--- src/rtl/led_matrix_pkg.sv ---
// Shared definitions for the LED matrix controller: register map, CTRL layout,
// register-select decode and PWM range.
package led_matrix_pkg;

    // Word offsets, i.e. byte address bits [7:2]
    localparam logic [5:0] REG_CTRL     = 6'h00;
    localparam logic [5:0] REG_STATUS   = 6'h01;
    localparam logic [5:0] REG_SCAN_DIV = 6'h02;
    localparam logic [5:0] REG_FB_BASE  = 6'h10;

    localparam int CTRL_EN_BIT     = 0;
    localparam int CTRL_BRIGHT_LSB = 4;
    localparam int CTRL_INVERT_BIT = 8;

    localparam logic [3:0] PWM_MAX    = 4'd14;
    localparam logic [3:0] BRIGHT_RST = 4'hF;

    typedef struct packed {
        logic       invert;
        logic [3:0] bright;
        logic       en;
    } ctrl_t;

    localparam ctrl_t CTRL_RST = '{invert: 1'b0, bright: BRIGHT_RST, en: 1'b0};

    typedef enum logic [2:0] {
        SEL_NONE,
        SEL_CTRL,
        SEL_STATUS,
        SEL_SCAN_DIV,
        SEL_FB
    } reg_sel_e;

    function automatic logic [31:0] ctrl_pack(input ctrl_t c);
        logic [31:0] w;
        w                         = '0;
        w[CTRL_EN_BIT]            = c.en;
        w[CTRL_BRIGHT_LSB +: 4]   = c.bright;
        w[CTRL_INVERT_BIT]        = c.invert;
        return w;
    endfunction

    // FB words occupy 0x40..0x7C; only the first `rows` of them are mapped.
    function automatic reg_sel_e reg_decode(input logic [5:0] word, input int rows);
        reg_sel_e sel;
        sel = SEL_NONE;
        if (word == REG_CTRL)
            sel = SEL_CTRL;
        else if (word == REG_STATUS)
            sel = SEL_STATUS;
        else if (word == REG_SCAN_DIV)
            sel = SEL_SCAN_DIV;
        else if ((word[5:4] == REG_FB_BASE[5:4]) && ({28'd0, word[3:0]} < rows))
            sel = SEL_FB;
        return sel;
    endfunction

endpackage

--- src/rtl/led_matrix_if.sv ---
// Register-access strobes between the Wishbone adapter (master) and the
// LED matrix controller (slave).
interface led_matrix_if;
    logic [31:0] led_addr_i;
    logic [31:0] led_wdata_i;
    logic        led_we_i;
    logic [31:0] led_rdata_o;

    modport master (
        output led_addr_i,
        output led_wdata_i,
        output led_we_i,
        input  led_rdata_o
    );

    modport slave (
        input  led_addr_i,
        input  led_wdata_i,
        input  led_we_i,
        output led_rdata_o
    );
endinterface

--- src/rtl/led_matrix_scanner.sv ---
// Row scanner: period/row/PWM/frame counters, per-row framebuffer latch and
// registered row/column drive with blanking and optional inversion.
module led_matrix_scanner
    import led_matrix_pkg::*;
#(
    parameter int ROWS         = 8,
    parameter int COLS         = 8,
    parameter int BLANK_CYCLES = 4
) (
    input  logic            clk_i,
    input  logic            rst,
    input  logic            en_i,
    input  logic [3:0]      bright_i,
    input  logic            invert_i,
    input  logic [15:0]     scan_div_i,
    input  logic [COLS-1:0] fb_row_i,
    output logic [3:0]      row_idx_o,
    output logic [15:0]     frame_cnt_o,
    output logic [ROWS-1:0] row_o,
    output logic [COLS-1:0] col_o,
    output logic            frame_done_o
);

    localparam logic [3:0]      ROW_LAST  = 4'(ROWS - 1);
    localparam logic [15:0]     BLANK_END = 16'(BLANK_CYCLES);
    localparam logic [ROWS-1:0] ROW_ONE   = ROWS'(1);

    logic [15:0]     cnt_q, cnt_d;
    logic [3:0]      row_q, row_d;
    logic [3:0]      pwm_q, pwm_d;
    logic [15:0]     frame_q, frame_d;
    logic [COLS-1:0] row_buf_q, row_buf_d;
    logic [ROWS-1:0] row_out_q, row_out_d;
    logic [COLS-1:0] col_out_q, col_out_d;
    logic            frame_done_q, frame_done_d;

    logic terminal;
    logic wrap;
    logic active;
    logic lit;

    // >= rather than == so that lowering SCAN_DIV mid-row ends the row at once.
    assign terminal = cnt_q >= scan_div_i;
    assign wrap     = terminal && (row_q == ROW_LAST);
    assign active   = en_i && (cnt_q >= BLANK_END);
    assign lit      = pwm_q < bright_i;

    always_comb begin
        // NOTE: every signal gets a default before any branch so no path leaves it unassigned (no latch).
        cnt_d        = '0;
        row_d        = '0;
        pwm_d        = '0;
        frame_d      = frame_q;
        frame_done_d = 1'b0;
        // The row word is captured at cnt==0 and used from that same cycle.
        row_buf_d    = (cnt_q == '0) ? fb_row_i : row_buf_q;
        row_out_d    = {ROWS{invert_i}};
        col_out_d    = {COLS{invert_i}};

        if (en_i) begin
            cnt_d = terminal ? '0 : cnt_q + 16'd1;
            row_d = terminal ? (wrap ? '0 : row_q + 4'd1) : row_q;
            pwm_d = (pwm_q == PWM_MAX) ? '0 : pwm_q + 4'd1;
            if (wrap) begin
                frame_d      = frame_q + 16'd1;
                frame_done_d = 1'b1;
            end
        end

        if (active) begin
            row_out_d = (ROW_ONE << row_q) ^ {ROWS{invert_i}};
            col_out_d = (lit ? row_buf_d : '0) ^ {COLS{invert_i}};
        end
    end

    // NOTE: sequential state uses non-blocking assignments so every flop samples pre-edge values.
    always_ff @(posedge clk_i) begin
        if (rst) begin
            cnt_q        <= '0;
            row_q        <= '0;
            pwm_q        <= '0;
            frame_q      <= '0;
            row_buf_q    <= '0;
            row_out_q    <= '0;
            col_out_q    <= '0;
            frame_done_q <= 1'b0;
        end else begin
            cnt_q        <= cnt_d;
            row_q        <= row_d;
            pwm_q        <= pwm_d;
            frame_q      <= frame_d;
            row_buf_q    <= row_buf_d;
            row_out_q    <= row_out_d;
            col_out_q    <= col_out_d;
            frame_done_q <= frame_done_d;
        end
    end

    assign row_idx_o    = row_q;
    assign frame_cnt_o  = frame_q;
    assign row_o        = row_out_q;
    assign col_o        = col_out_q;
    assign frame_done_o = frame_done_q;

endmodule

--- src/rtl/led_matrix_ctrl.sv ---
// LED matrix controller top: register file, address decode, registered read
// mux and framebuffer, feeding the row scanner.
module led_matrix_ctrl
    import led_matrix_pkg::*;
#(
    parameter int ROWS         = 8,
    parameter int COLS         = 8,
    parameter int SCAN_DIV_RST = 999,
    parameter int BLANK_CYCLES = 4
) (
    input  logic            clk_i,
    input  logic            rst,
    led_matrix_if.slave     bus_if,
    output logic [ROWS-1:0] row_o,
    output logic [COLS-1:0] col_o,
    output logic            frame_done_o
);

    logic [5:0]      word_idx;
    logic [3:0]      fb_idx;
    reg_sel_e        sel;

    ctrl_t           ctrl_q, ctrl_d;
    logic [15:0]     scan_div_q, scan_div_d;
    logic [COLS-1:0] fb_q [ROWS];
    logic [COLS-1:0] fb_d [ROWS];
    logic [31:0]     rdata_q, rdata_d;

    logic [3:0]      row_idx;
    logic [15:0]     frame_cnt;
    logic [COLS-1:0] fb_row;

    logic            unused_bits;

    assign word_idx    = bus_if.led_addr_i[7:2];
    assign fb_idx      = word_idx[3:0];
    assign sel         = reg_decode(word_idx, ROWS);
    assign unused_bits = ^{bus_if.led_addr_i[31:8], bus_if.led_addr_i[1:0], bus_if.led_wdata_i};

    // Write path; STATUS and unmapped offsets fall through untouched.
    always_comb begin
        ctrl_d     = ctrl_q;
        scan_div_d = scan_div_q;
        fb_d       = fb_q;
        if (bus_if.led_we_i) begin
            case (sel)
                SEL_CTRL: begin
                    ctrl_d.en     = bus_if.led_wdata_i[CTRL_EN_BIT];
                    ctrl_d.bright = bus_if.led_wdata_i[CTRL_BRIGHT_LSB +: 4];
                    ctrl_d.invert = bus_if.led_wdata_i[CTRL_INVERT_BIT];
                end
                SEL_SCAN_DIV: scan_div_d = bus_if.led_wdata_i[15:0];
                SEL_FB: begin
                    for (int r = 0; r < ROWS; r++) begin
                        if (fb_idx == 4'(r))
                            fb_d[r] = bus_if.led_wdata_i[COLS-1:0];
                    end
                end
                default: ;
            endcase
        end
    end

    // Read data is built from next-state values so read-after-write returns the new value.
    always_comb begin
        rdata_d = '0;
        case (sel)
            SEL_CTRL:     rdata_d = ctrl_pack(ctrl_d);
            SEL_STATUS:   rdata_d = {frame_cnt, 12'd0, row_idx};
            SEL_SCAN_DIV: rdata_d = {16'd0, scan_div_d};
            SEL_FB: begin
                for (int r = 0; r < ROWS; r++) begin
                    if (fb_idx == 4'(r))
                        rdata_d = 32'(fb_d[r]);
                end
            end
            default:      rdata_d = '0;
        endcase
    end

    always_comb begin
        fb_row = '0;
        for (int r = 0; r < ROWS; r++) begin
            if (row_idx == 4'(r))
                fb_row = fb_q[r];
        end
    end

    always_ff @(posedge clk_i) begin
        if (rst) begin
            ctrl_q     <= CTRL_RST;
            scan_div_q <= 16'(SCAN_DIV_RST);
            rdata_q    <= '0;
            // NOTE: the framebuffer is flop storage that must read 0 after reset, so every word is cleared explicitly.
            for (int r = 0; r < ROWS; r++)
                fb_q[r] <= '0;
        end else begin
            ctrl_q     <= ctrl_d;
            scan_div_q <= scan_div_d;
            rdata_q    <= rdata_d;
            for (int r = 0; r < ROWS; r++)
                fb_q[r] <= fb_d[r];
        end
    end

    assign bus_if.led_rdata_o = rdata_q;

    led_matrix_scanner #(
        .ROWS         (ROWS),
        .COLS         (COLS),
        .BLANK_CYCLES (BLANK_CYCLES)
    ) u_scanner (
        .clk_i        (clk_i),
        .rst          (rst),
        .en_i         (ctrl_q.en),
        .bright_i     (ctrl_q.bright),
        .invert_i     (ctrl_q.invert),
        .scan_div_i   (scan_div_q),
        .fb_row_i     (fb_row),
        .row_idx_o    (row_idx),
        .frame_cnt_o  (frame_cnt),
        .row_o        (row_o),
        .col_o        (col_o),
        .frame_done_o (frame_done_o)
    );

endmodule

--- src/flat_wrapper.sv ---
// flat-port wrapper written by rule: the top's interface ports become plain ports
module led_matrix_ctrl_flat import led_matrix_pkg::*;
#(
    parameter int ROWS         = 8,
    parameter int COLS         = 8,
    parameter int SCAN_DIV_RST = 999,
    parameter int BLANK_CYCLES = 4
)
  (clk_i, rst, row_o, col_o, frame_done_o, bus_if_led_addr_i, bus_if_led_wdata_i, bus_if_led_we_i, bus_if_led_rdata_o);
  led_matrix_if bus_if_i ();
  input  logic clk_i;
  input  logic rst;
  output logic [ROWS-1:0] row_o;
  output logic [COLS-1:0] col_o;
  output logic frame_done_o;
  input wire logic [$bits(bus_if_i.led_addr_i)-1:0] bus_if_led_addr_i;
  input wire logic [$bits(bus_if_i.led_wdata_i)-1:0] bus_if_led_wdata_i;
  input wire logic [$bits(bus_if_i.led_we_i)-1:0] bus_if_led_we_i;
  output wire logic [$bits(bus_if_i.led_rdata_o)-1:0] bus_if_led_rdata_o;
  assign bus_if_i.led_addr_i = bus_if_led_addr_i;
  assign bus_if_i.led_wdata_i = bus_if_led_wdata_i;
  assign bus_if_i.led_we_i = bus_if_led_we_i;
  assign bus_if_led_rdata_o = bus_if_i.led_rdata_o;
  led_matrix_ctrl #(.ROWS(ROWS), .COLS(COLS), .SCAN_DIV_RST(SCAN_DIV_RST), .BLANK_CYCLES(BLANK_CYCLES)) u_core (.clk_i(clk_i), .rst(rst), .bus_if(bus_if_i), .row_o(row_o), .col_o(col_o), .frame_done_o(frame_done_o));
endmodule
--- config.mk ---
export PLATFORM = sky130hd
export DESIGN_NAME = led_matrix_ctrl_flat
export DESIGN_NICKNAME = d
export VERILOG_FILES = /design/src/rtl/led_matrix_pkg.sv /design/src/rtl/led_matrix_if.sv /design/src/rtl/led_matrix_scanner.sv /design/src/rtl/led_matrix_ctrl.sv /design/src/flat_wrapper.sv
export SDC_FILE = /design/constraint.sdc
export NUM_CORES = 1
export LEC_CHECK = 0
export BUFFER_PORTS_ARGS = -buffer_cell sky130_fd_sc_hd__buf_2
export CORE_ASPECT_RATIO = 0.6
export CORE_MARGIN = 1
export CORE_UTILIZATION = 58
export CTS_CLUSTER_SIZE = 28
export DETAILED_ROUTE_END_ITERATION = 10
export PLACE_DENSITY_LB_ADDON = 0.08
export SLEW_MARGIN = 20
export SYNTH_ARGS = -nofsm -noshare
export SYNTH_HDL_FRONTEND = slang
export SYNTH_SLANG_ARGS = --single-unit
export TNS_END_PERCENT = 30
--- constraint.sdc ---
create_clock -name clk_i -period 2.6 [get_ports clk_i]
set_input_delay 0.52 -clock clk_i [delete_from_list [all_inputs] [get_ports clk_i]]
set_output_delay 0.52 -clock clk_i [all_outputs]
set_load 0.1 [all_outputs]
---- Word-level counts from Yosys, hierarchy flattened ----
Cells that the tools add are included.
cells by class
  add/subtract/negate cells ............... 4
  magnitude comparators ................... 4
  equal/unequal tests ..................... 22
  shift operators ......................... 1
  muxes and demuxes ....................... 41
  bitwise gates (word level) .............. 3
  reduce and logical (&&, ||, !) cells .... 11
operators with widths
  kind                                                                                  number
  8-bit 2-to-1 mux                                                                      28
  64-bit 2-to-1 mux                                                                     2
  32-bit one-hot mux with 4 select lines                                                1
  16-bit by 1-bit adder with 16-bit output, second input constant                       2
  4-bit by 3-bit == test with 1-bit output, second input constant                       8
  16-bit 2-to-1 mux                                                                     2
  4-bit by 2-bit == test with 1-bit output, second input constant                       4
  16-bit greater-or-equal comparator                                                    1
  16-bit by 3-bit greater-or-equal comparator with 1-bit output, second input constant  1
  16-bit zero test                                                                      1
  8-bit XOR                                                                             2
  3-bit 2-to-1 mux                                                                      4
  6-bit 2-to-1 mux                                                                      2
  4-bit by 1-bit adder with 4-bit output, second input constant                         2
  4-bit by 1-bit == test with 1-bit output, second input constant                       2
  4-bit zero test                                                                       2
  1-bit by 4-bit << shifter with 8-bit output, first input constant                     1
  3-bit by 2-bit == test with 1-bit output, second input constant                       2
  6-bit by 1-bit == test with 1-bit output, second input constant                       1
  6-bit by 2-bit == test with 1-bit output, second input constant                       1
  6-bit zero test                                                                       1
  3-bit OR reduction                                                                    2
  4-bit == test, second input constant                                                  1
  4-bit less-than comparator                                                            1
  10 further kinds                                                                      12
storage, ports and cells
  flip-flop bits (word level) ............. 183
  input port bits ......................... 67
  output and inout bits ................... 49
  logic and storage cells ................. 107

---- Depth between registers and ports, before layout ----
Gate-level depths: netlist (run 1).
  word-level depth ........................ 18
  mapped depth ............................ 10
  gate-level depth less buffers ........... 8

---- Modules after synthesis ----
Synthesis (run 1) repeated with hierarchy kept, for this count alone.
second synthesis, totals
  cell total of the unflattened synthesis .. 1092
  area total of the unflattened synthesis .. 9445.3 um^2
modules (own cells, without submodules)
  module              times used  cells each  area an instance (um^2)  seq. area each (um^2)
  led_matrix_ctrl     1           680         5836.8                   2362.3
  led_matrix_scanner  1           412         3608.5                   1301.2

---- Worst setup path before layout (run 1) ----
No wires, ideal clock.
  path kind ............................... input to register
  from .................................... in bus_if_led_addr_i[5]
  to ...................................... reg u_core.rdata_q[6] (netlist: u_core.bus_if.led_rdata_o[6])
  setup time .............................. 0.127 ns
  data arrival time ....................... 2.002 ns
  data required time ...................... 2.473 ns
  path slack .............................. 0.471 ns
  cell stages on the path ................. 8
  path buffers ............................ 2
  path through ............................ buf_2 > and4bb_1 > buf_4 > nand3_4 > mux2_4 > nor2_1 > a211oi_1 > or3_1
between the ends
  cells in the longest elaborated chain, start to end .. 18
  elaborated cells on any way between the ends .. 44
  classes of those cells .................. order compare: 1; eq/ne: 13; mux: 27; reduce/logical: 3
ends and longest elaborated chain
  what                                        RTL line                                      source
  start: declaration                          flat_wrapper.sv:16                            input wire logic [$bits(bus_if_i.led_addr_i)-1:0] bus_if_led_addr_i;
  4-bit less-than comparator                  led_matrix_pkg.sv:53                          else if ((word[5:4] == REG_FB_BASE[5:4]) && ({28'd0, word[3:0]} < rows))
  1-bit logical AND                           led_matrix_pkg.sv:53
  3-bit 2-to-1 mux                            led_matrix_pkg.sv:53
  3-bit 2-to-1 mux                            led_matrix_pkg.sv:51                          else if (word == REG_SCAN_DIV)
  3-bit 2-to-1 mux                            led_matrix_pkg.sv:49                          else if (word == REG_STATUS)
  3-bit 2-to-1 mux                            led_matrix_pkg.sv:47                          if (word == REG_CTRL)
  3-bit == test                               led_matrix_ctrl.sv:46, led_matrix_ctrl.sv:67
  64-bit 2-to-1 mux                           led_matrix_ctrl.sv:46                         case (sel)
  64-bit 2-to-1 mux                           led_matrix_ctrl.sv:45                         if (bus_if.led_we_i) begin
  8-bit 2-to-1 mux (8 in series)              led_matrix_ctrl.sv:73                         if (fb_idx == 4'(r))
  32-bit one-hot mux with 4 select lines (*)  led_matrix_ctrl.sv:67                         case (sel)
  end signal: assignment                      led_matrix_ctrl.sv:100                        rdata_q <= rdata_d;
  end: declaration                            led_matrix_ctrl.sv:27                         logic [31:0] rdata_q, rdata_d;
Mark *: on every way between the ends. The rest lies on a longest branch, timed or not.
A chain may end at the register's enable or synchronous reset.

---- Worst setup path after layout (run 1) ----
  from .................................... reg u_core.u_scanner.row_q[1] (netlist: u_core.u_scanner.row_idx_o[1])
  to ...................................... reg u_core.u_scanner.row_buf_q[4]
between the ends
  cells in the longest elaborated chain, start to end .. 10
  elaborated cells on any way between the ends .. 17
  classes of those cells .................. eq/ne: 7; mux: 9; reduce/logical: 1
ends and longest elaborated chain
  what                            RTL line                  source
  start: declaration              led_matrix_scanner.sv:29  logic [3:0] row_q, row_d;
  start signal: assignment        led_matrix_scanner.sv:89  row_q <= row_d;
  4-bit zero test                 led_matrix_ctrl.sv:84     if (row_idx == 4'(r))
  8-bit 2-to-1 mux (7 in series)  led_matrix_ctrl.sv:84
  8-bit 2-to-1 mux (*)            led_matrix_ctrl.sv:84
  8-bit 2-to-1 mux (*)            led_matrix_scanner.sv:56  row_buf_d = (cnt_q == '0) ? fb_row_i : row_buf_q;
  end signal: assignment          led_matrix_scanner.sv:92  row_buf_q <= row_buf_d;
  end: declaration                led_matrix_scanner.sv:32  logic [COLS-1:0] row_buf_q, row_buf_d;
Marked as above.

==> results of run 1 <==
synth_stat cells (10+ instances only):
cell type / number / area (µm²)
o21ai_0: 34 / 170
mux2i_1: 57 / 571
o31ai_1: 12 / 90.1
o211ai_1: 10 / 75.1
and2_1: 26 / 163
nand2_1: 122 / 458
nor3_1: 15 / 75.1
dfxtp_1: 183 / 3660
buf_2: 17 / 85.1
and3_1: 19 / 119
nand2b_1: 12 / 75.1
nor2_1: 126 / 473
inv_1: 35 / 131
xor2_1: 14 / 123
clkbuf_1: 57 / 214
a211oi_1: 14 / 105
or4_1: 14 / 105
ha_1: 30 / 375
a211o_1: 11 / 96.3
o21ai_1: 12 / 60.1
a21oi_1: 109 / 546
a22oi_1: 12 / 90.1
nand3_1: 47 / 235
layout make-up:
| cell class | count | area [µm²] | area share |
|---|---|---|---|
| Timing Repair Buffer | 128 | 793 | 0.0759 |
| Clock buffer | 17 | 425 | 0.0407 |
| Clock inverter | 15 | 206 | 0.0197 |
| Multi-Input combinational cell | 811 | 4980 | 0.477 |
| Inverter | 36 | 135 | 0.0129 |
| Tap cell | 198 | 248 | 0.0237 |
| Sequential cell | 183 | 3660 | 0.350 |
state kept, by name, indices dropped and copies added, names as in the netlist:
| name | flops |
|---|---|
| u_core.fb_q | 64 |
| u_core.bus_if.led_rdata_o | 32 |
| u_core.scan_div_q | 16 |
| u_core.u_scanner.cnt_q | 16 |
| u_core.u_scanner.frame_cnt_o | 16 |
| u_core.u_scanner.col_o | 8 |
| u_core.u_scanner.row_buf_q | 8 |
| u_core.u_scanner.row_o | 8 |
| u_core.ctrl_q | 6 |
| u_core.u_scanner.pwm_q | 4 |
| u_core.u_scanner.row_idx_o | 4 |
| u_core.u_scanner.frame_done_o | 1 |
metal layers:
layer  part of all wire  routed length, µm  track usage  vias up
li1                   -                  -            -     4044
met3               0.12               3230        0.100       32
met1               0.47              12400        0.513     3896
met4              0.011                279       0.0655        0
met2               0.39              10300        0.440      464
met5                  0                  0            0        -
worst register-to-register path: stages, from the launching register on:
cell and delay, ps:
dfxtp_1 560, inv_1 120, ha_1 420, and3_1 300, a31oi_1 120, o21ai_0 140, o311ai_0 410, buf_4 200
a21oi_1 50
cell families after synthesis:
| group | Yosys count |
|---|---|
| buffers and inverters | 114 |
| adder cells (fa/ha/maj) | 30 |
| XOR/XNOR | 21 |
| AND/OR/NAND/NOR | 434 |
| flip-flops | 183 |
| multiplexers | 69 |
| AO/OA/AOI/OAI | 257 |
cell usage in the layout (no fill, tap or decap), types with 7 or more instances in the layout:
cell type / n
o211ai_1: 10
or4_1: 14
buf_2: 72
a22oi_1: 12
inv_1: 35
buf_4: 55
and3_1: 19
o21ai_0: 34
nand2_1: 122
nor3_1: 15
o31ai_1: 12
ha_1: 30
dfxtp_1: 183
nor2b_1: 7
nand3_1: 47
nand3b_1: 9
or3_1: 9
and2_1: 26
nand2b_1: 12
clkbuf_16: 17
a31oi_1: 9
o21ai_1: 12
a21oi_1: 109
a211o_1: 11
xnor2_1: 7
a211oi_1: 14
xor2_1: 14
nor2_1: 126
mux2i_1: 57
metrics by stage:
| step | power, mW | worst slack [ps] | cells |
|---|---|---|---|
| after global routing | 5.98 | -31.8 | 1388 |
| after global placement | 3.15 | 169 | 1356 |
| final | 5.83 | 143 | 1388 |
| after floorplan | 3.05 | 471 | 1108 |
| after detailed placement | 3.15 | 149 | 1356 |
| after CTS | 5.84 | 122 | 1388 |
power breakdown:
group / total (mW) / leakage (nW) / switching (mW) / internal [mW]
Clock: 2.73 / 0.301 / 1.33 / 1.40
Sequential: 2.81 / 1.47 / 0.00432 / 2.81
Combinational: 0.284 / 2.68 / 0.203 / 0.0811
what timing repair did:
item	CTS	global route
setup endpoints to repair	0	14
gates resized for setup	0	1
setup buffers	0	0
worst paths after layout:
path / from / to / slack [ps]
worst min register to register: u_core.u_scanner.row_buf_q[3] / u_core.u_scanner.row_buf_q[3] / 460
worst max-delay path: u_core.u_scanner.row_idx_o[1] / u_core.u_scanner.row_buf_q[4] / 140
worst max register to register: u_core.u_scanner.row_idx_o[1] / u_core.u_scanner.row_buf_q[4] / 140
worst min-delay path: bus_if_led_wdata_i[11] / u_core.scan_div_q[11] / 330
==> impl_results.md, run 1 <==
* Status: complete, no violations
* Seq/Total Area, Yosys at 0.404
* Crit path time final at 2460 ps
* Post-Synth XOR/XNOR Area at 0.0203
* Total congestion overflow at 0
* Max VDD drop at 539 µV
* Worst-skew pair later-pin latency at 440 ps
* Syn avg cell area at 8.19 µm²
* Main combinational cell family by area after synthesis: simple AND/OR/NAND/NOR gates
* WP data required at 2900 ps
* Syn. warnings at 0
* Fraction of final layout cells sized beyond drive strength 1 at 0.149
* WP buf/inv at 2
* # IOs at 116
* Power Density at 557 nW/µm²
* Port Buffers at 73
* # setup viols final at 0
* Die width at 163 µm
* Slew @ Worst Pin at 719 ps
* Largest net degree at the start of global routing at 51
* Synth Area in Simple Gates at 0.230
* Layout net count at 1274
* Clock root buffer master: clkbuf_16
* Biggest cell delay along the critical path at 560 ps
* Fillers at 1236
* Cell family with most CP delay: compound AO/OA/AOI/OAI gates
* Synth-to-Final Area Change at 15.2%
* Mux cell area share after synthesis at 0.0811
* Wirelength per Cell at 18.9 µm
* Initial core utilization at 0.610
* GP Congestion at 0.962
* WP data arrival at 2760 ps
* Post-synthesis cell count at 1108
* Fraction of the mapped netlist area in adder cells at 0.0414
* Final TNS setup at 0 ps
* CTS hold repair buffers at 0
* Post-synthesis compound-gate area fraction at 0.174
* Max-Cap Viols at 0
* HP Class: in2reg
* Critical path's slowest cell: dfxtp_1
* CP endpoint kind: register
* Slew Limit Fails at 0
* Final hold slack at 331 ps
* Chip Height at 98.9 µm
* WL final at 26.2 mm
* Pleak at 4.46 nW
* WS Path Type: reg2reg
* CP Max Fanout at 11
* Asr flop ratio synth at 0
* Final period util at 0.945
* DP Wirelength at 18.9 mm
* Maximum root-to-sink buffer count at 2
* Synth Flop Type: dfxtp_1
* First-pass GRT wire length at 41.1 mm
* Post-Syn Area at 9080 µm²
* Drt drc at 0
* Router iterations before antenna repair at 5
* CORE AREA at 14900 µm²
* Hold path depth at 3
* Slew HR at 0.514
* Post-Syn Nets at 1205
* Num CTS Buffers at 17
* Post-synthesis cell type count at 67
* Num rows at 34
* Clock transition at the registers of the reported paths at 80 ps
* Final ANT Viol Nets at 0
* Skew final at 13.1 ps
* EDFF count, synth at 0
* CP cell instances: inv_1 -> ha_1 -> and3_1 -> a31oi_1 -> o21ai_0 -> o311ai_0 -> buf_4 -> a21oi_1
* DIE AREA at 16200 µm²
* DP Area at 9810 µm²
* Worst Reg2Reg Path Length in Cells at 8
* Starting DRT DRC Count at 1051
* Yosys reg bits at 183
* Fmax at 0.407 GHz
* Startpoint types: register
* Vias post-DR at 8436
* Global Route Usage Sum at 0.331
* Post-route core utilization at 0.702
* H-tree levels at 4
* Clk sink count at 183
* Post-route design area at 10500 µm²
* Ant. Diodes at 0
* CTS tree: yes
* Initial antenna violation count at 0
* Hold Fails Final Rpt at 0
* Critical path depth in cells at 8
* Number of global-route vias before repair at 7378
* Vias per inst at 6.08
Note: power is estimated with default switching activity, not from simulation.
==> run 2: changes to the inputs <==
REMOVE_ABC_BUFFERS = 1   (was default)
==> run 2 against run 1 <==
  * Non-clock buffer count fell by 1
  * Cell area fell by 0.32%
  * Clock power fell by 7%
  * Worst setup slack improved by 18 ps
  * Critical path type unchanged
==> impl_results.md, run 2 (synthesis results as in run 1) <==
* Reg2reg setup slack at 160 ps
* DP Wirelength at 18.7 mm
* Maximum root-to-sink buffer count at 2
* CTS hold repair buffers at 0
* WP data required at 2910 ps
* CORE AREA at 14900 µm²
* Reg-to-Reg Start: u_core.scan_div_q[15]
* Power Density at 542 nW/µm²
* Biggest cell delay along the critical path at 380 ps
* WHS Endpoint: u_core.scan_div_q[11]
* Worst Reg2Reg Path Length in Cells at 9
* Clock transition at the registers of the reported paths at 80 ps
* Worst-skew pair later-pin latency at 430 ps
* HP Class: in2reg
* Place WS at 175 ps
* Initial core utilization at 0.610
* CTS tree: yes
* Register area at 3660 µm²
* Skew final at 13.9 ps
* Drt drc at 0
* GP Congestion at 0.996
* Synth-to-Final Area Change at 14.8%
* Fmax at 0.410 GHz
* Router iterations before antenna repair at 5
* Vias post-DR at 8489
* WL final at 25.9 mm
* Crit path from: u_core.scan_div_q[15]
* Max reg flops at 64
* WP data arrival at 2750 ps
* Multi-input gate area at 4980 µm²
* Die width at 163 µm
* Port Buffers at 73
* Crit path time final at 2440 ps
* Clk sink count at 183
* Total congestion overflow at 0
* Reg-to-reg endpoint: u_core.u_scanner.frame_cnt_o[7]
* Commonest cells after routing, fill and taps aside: 183 x dfxtp_1, 126 x nor2_1, 122 x nand2_1
* Hold path depth at 3
* Status: complete, no violations
* Most common cell after layout, fill and taps aside: dfxtp_1
* # setup viols final at 0
* Clock root buffer master: clkbuf_16
* Startpoint types: register
* H-tree levels at 4
* Largest net degree at the start of global routing at 77
* CP Max Fanout at 22
* Critical path's slowest cell: dfxtp_1
* CP most frequent cell: a21oi_1
* RSZ-0062 raised after global routing: no
* Final WS setup at 161 ps
* CP cell instances: inv_1 -> ha_1 -> a21oi_1 -> o211ai_1 -> a211o_1 -> a41oi_4 -> buf_4 -> or4_1 -> a21oi_1
* Num CTS Buffers at 17
* # IOs at 116
* Slew @ Worst Pin at 795 ps
* Cell family with most CP delay: compound AO/OA/AOI/OAI gates
* Number of global-route vias before repair at 7587
* Hold path start: bus_if_led_wdata_i[11]
* Vias per inst at 6.12
* Layout net count at 1273
* Global Route Usage Sum at 0.332
* Final TNS setup at 0 ps
* CP endpoint kind: register
* DIE AREA at 16200 µm²
* Wirelength per Cell at 18.6 µm
* Slew HR at 0.469
* Pleak at 4.44 nW
* First-pass GRT wire length at 41.4 mm
* Hold Fails Final Rpt at 0
* Largest Register: u_core.fb_q
* WP buf/inv at 2
* Final period util at 0.938
* WS Path Type: reg2reg
* Final ANT Viol Nets at 0
* Initial antenna violation count at 0
* Chip Height at 98.9 µm
* Slew Limit Fails at 0
* Fillers at 1232
* Max-Cap Viols at 0
* Fraction of final layout cells sized beyond drive strength 1 at 0.147
* Max VDD drop at 450 µV
* Num rows at 34
* Starting DRT DRC Count at 1011
run 2: what timing repair did:
action                                  in CTS  in global routing
setup buffers                                0                  0
gates resized for setup                      0                  1
endpoints found under the setup margin       0                 11
run 2: per-stage QoR:
step                      hold WS [ps]  power [mW]  utilization  instances  instance area, µm²
after floorplan                    430        2.98            -       1030                8760
after global placement             445        3.15        0.659       1355                9820
after detailed placement           449        3.15        0.659       1355                9820
after CTS                          326        5.66        0.699       1387               10400
after global routing               342        5.82        0.700       1387               10400
final                              333        5.65        0.700       1388               10400
run 2: area by class of cell:
| cell class | instances | share of cell area |
|---|---|---|
| clock buffers | 18 | 0.0412 |
| clock inverters | 14 | 0.0155 |
| inverters | 36 | 0.0130 |
| diodes | 1 | 0.000240 |
| flip-flops and latches | 183 | 0.352 |
| well taps | 198 | 0.0238 |
| multi-input cells | 811 | 0.478 |
| repair buffers | 127 | 0.0766 |
run 2: routing by layer:
metal	track usage	wire length, µm
met2	0.435	9890
met5	0	0
met4	0.0833	303
met1	0.519	12500
met3	0.0939	3180
run 2: power by group:
group	total (mW)	switching (mW)	internal [mW]
combinational	0.284	0.203	0.0811
sequential	2.81	0.00432	2.81
clock	2.55	1.26	1.29
total	5.65	1.47	4.18
run 2: worst max-delay path by stage:
| stage | endpoint | slack [ps] | cells past startpoint |
|---|---|---|---|
| final | u_core.u_scanner.frame_cnt_o[7] | 160 | 9 |
| after detailed placement | u_core.fb_q[61] | 180 | 8 |
| after global placement | u_core.bus_if.led_rdata_o[6] | 200 | 7 |
| after CTS | u_core.u_scanner.frame_cnt_o[11] | 110 | 9 |
| after global routing | u_core.u_scanner.frame_cnt_o[8] | 60 | 9 |
| after floorplan | u_core.u_scanner.cnt_q[10] | -780 | 8 |
run 2: worst register-to-register path, stage by stage (launching register included):
cell      delay (ps)
dfxtp_1          380
inv_1             70
ha_1             310
a21oi_1          190
o211ai_1         120
a211o_1          340
a41oi_4          380
buf_4            320
or4_1            160
a21oi_1           60
==> run 3: changes to the inputs <==
CORE_UTILIZATION = 55   (was 58)
==> run 3 against run 2 <==
  * Worst hold slack improved by 0.72 ps
  * Critical path depth fell by 2
  * Via count rose by 0.53%
  * Cell area rose by 0.82%
  * Wire length rose by 0.62%
  * Core utilization fell by 3.2 points
  * Clock-buffer cell count did not move
  * First-iteration DRC count rose by 6.1%
==> impl_results.md, run 3 (synthesis results as in run 1) <==
* Status: complete, no violations
* WS Path Type: reg2reg
* Switching Share at 0.262
* Layout net count at 1281
* Port Buffers at 73
* Gate power share at 0.051
* CP endpoint kind: register
* Router iterations before antenna repair at 5
* First-pass GRT wire length at 40.8 mm
* Synth-to-Final Area Change at 15.8%
* Worst-skew pair later-pin latency at 440 ps
* CTS tree: yes
* Largest Register: u_core.fb_q
* Total congestion overflow at 0
* Chip Height at 102 µm
* Critical path's slowest cell: ha_1
* Post-route core utilization at 0.668
* Vias per inst at 6.10
* DP Wirelength at 18.9 mm
* Initial core utilization at 0.577
* Startpoint types: register
* Slew @ Worst Pin at 647 ps
* # setup viols final at 0
* Place WS at 196 ps
* Fraction of final layout cells sized beyond drive strength 1 at 0.153
* Commonest cells after routing, fill and taps aside: 183 x dfxtp_1, 126 x nor2_1, 122 x nand2_1
* Most common cell after layout, fill and taps aside: dfxtp_1
* Post-route design area at 10500 µm²
* Max reg flops at 64
* Pwr Total at 5.67 mW
* HP Class: in2reg
* Initial antenna violation count at 0
* Clk sink count at 183
* # IOs at 116
* Cell family with most CP delay: compound AO/OA/AOI/OAI gates
* RSZ-0062 raised after global routing: no
* H-tree levels at 4
* Power Density at 540 nW/µm²
* WP data arrival at 2670 ps
* Clock transition at the registers of the reported paths at 80 ps
* Number of global-route vias before repair at 7214
* Max VDD drop at 284 µV
* Wirelength per Cell at 18.6 µm
* Global Route Usage Sum at 0.311
* DIE AREA at 17000 µm²
* Maximum root-to-sink buffer count at 2
* Pleak at 4.49 nW
* Vias post-DR at 8534
* Clk pwr share at 0.453
* Fmax at 0.426 GHz
* Ant. Diodes at 0
* CTS hold repair buffers at 0
* CORE AREA at 15700 µm²
* Final ANT Viol Nets at 0
* Num rows at 35
* CP most frequent cell: o21ai_0
* Hold Fails Final Rpt at 0
* Final hold slack at 334 ps
* Int Power at 4.18 mW
* Biggest cell delay along the critical path at 560 ps
* CP cell instances: ha_1 -> o21ai_0 -> nand2b_1 -> o21ai_0 -> o311ai_0 -> buf_4 -> a21oi_1
* Final period util at 0.903
* Crit path time final at 2350 ps
* CP Max Fanout at 10
* Sequential Power Share at 0.495
* WL final at 26.0 mm
* Slew Limit Fails at 0
* WP buf/inv at 1
* Num CTS Buffers at 17
* Slew HR at 0.568
* DP Area at 9910 µm²
* Clock root buffer master: clkbuf_16
* GP Congestion at 0.967
* WP data required at 2920 ps
* Starting DRT DRC Count at 1073
* Die width at 168 µm
* Final WS setup at 251 ps
* Largest net degree at the start of global routing at 72
* Skew final at 15.6 ps
* Max-Cap Viols at 0
* Drt drc at 0
* Sw Pwr at 1.49 mW
* Setup Fix Bufs, Post-CTS at 0
-- run 3: repair_timing --
action / CTS / global route
resized for setup: 0 / 1
hold endpoints to repair: 0 / 0
endpoints found under the setup margin: 0 / 1
-- run 3: path summary, 6_finish.rpt --
kind                                 start  slack, ps                            end  cells after the start
max          u_core.u_scanner.row_idx_o[0]        250  u_core.u_scanner.row_buf_q[4]                      7
min                 bus_if_led_wdata_i[12]        330          u_core.scan_div_q[12]                      3
max reg2reg  u_core.u_scanner.row_idx_o[0]        250  u_core.u_scanner.row_buf_q[4]                      7
min reg2reg           u_core.scan_div_q[3]        460           u_core.scan_div_q[3]                      2
-- run 3: cell type report --
cell class	count	area, µm²
Clock buffer	18	429
Sequential cell	183	3660
Tap cell	203	254
Inverter	36	135
Clock inverter	14	158
Timing Repair Buffer	135	883
Multi-Input combinational cell	811	4980
Fill cell	1376	5210
-- run 3: routing by layer --
metal | share of wire | track usage | up-vias
li1 | - | - | 4061
met1 | 0.51 | 0.496 | 4018
met2 | 0.38 | 0.416 | 425
met3 | 0.10 | 0.0555 | 30
met4 | 0.010 | 0.0797 | 0
met5 | 0 | 0 | -
-- run 3: through the flow --
stage | setup TNS, ps | cells
2_1_floorplan | -20710 | 1030
3_3_place_gp | 0 | 1368
3_5_place_dp | 0 | 1368
4_1_cts | 0 | 1400
5_1_grt | 0 | 1400
6_report | 0 | 1400
-- run 3: power groups by stage --
stage,logic (mW),registers (mW),clock network [mW]
global route,0.306,2.81,2.72
detailed placement,0.281,2.88,0
finish,0.290,2.81,2.57
global placement,0.279,2.88,0
floorplan,0.0958,2.89,0
CTS,0.282,2.81,2.60
-- run 3: tightest hold or removal path, delay by kind of cell --
kind,cells,cell delay (ps)
buffers and inverters,1,100
AOI/OAI and AO/OA,1,50
and+or+nand+nor,1,50
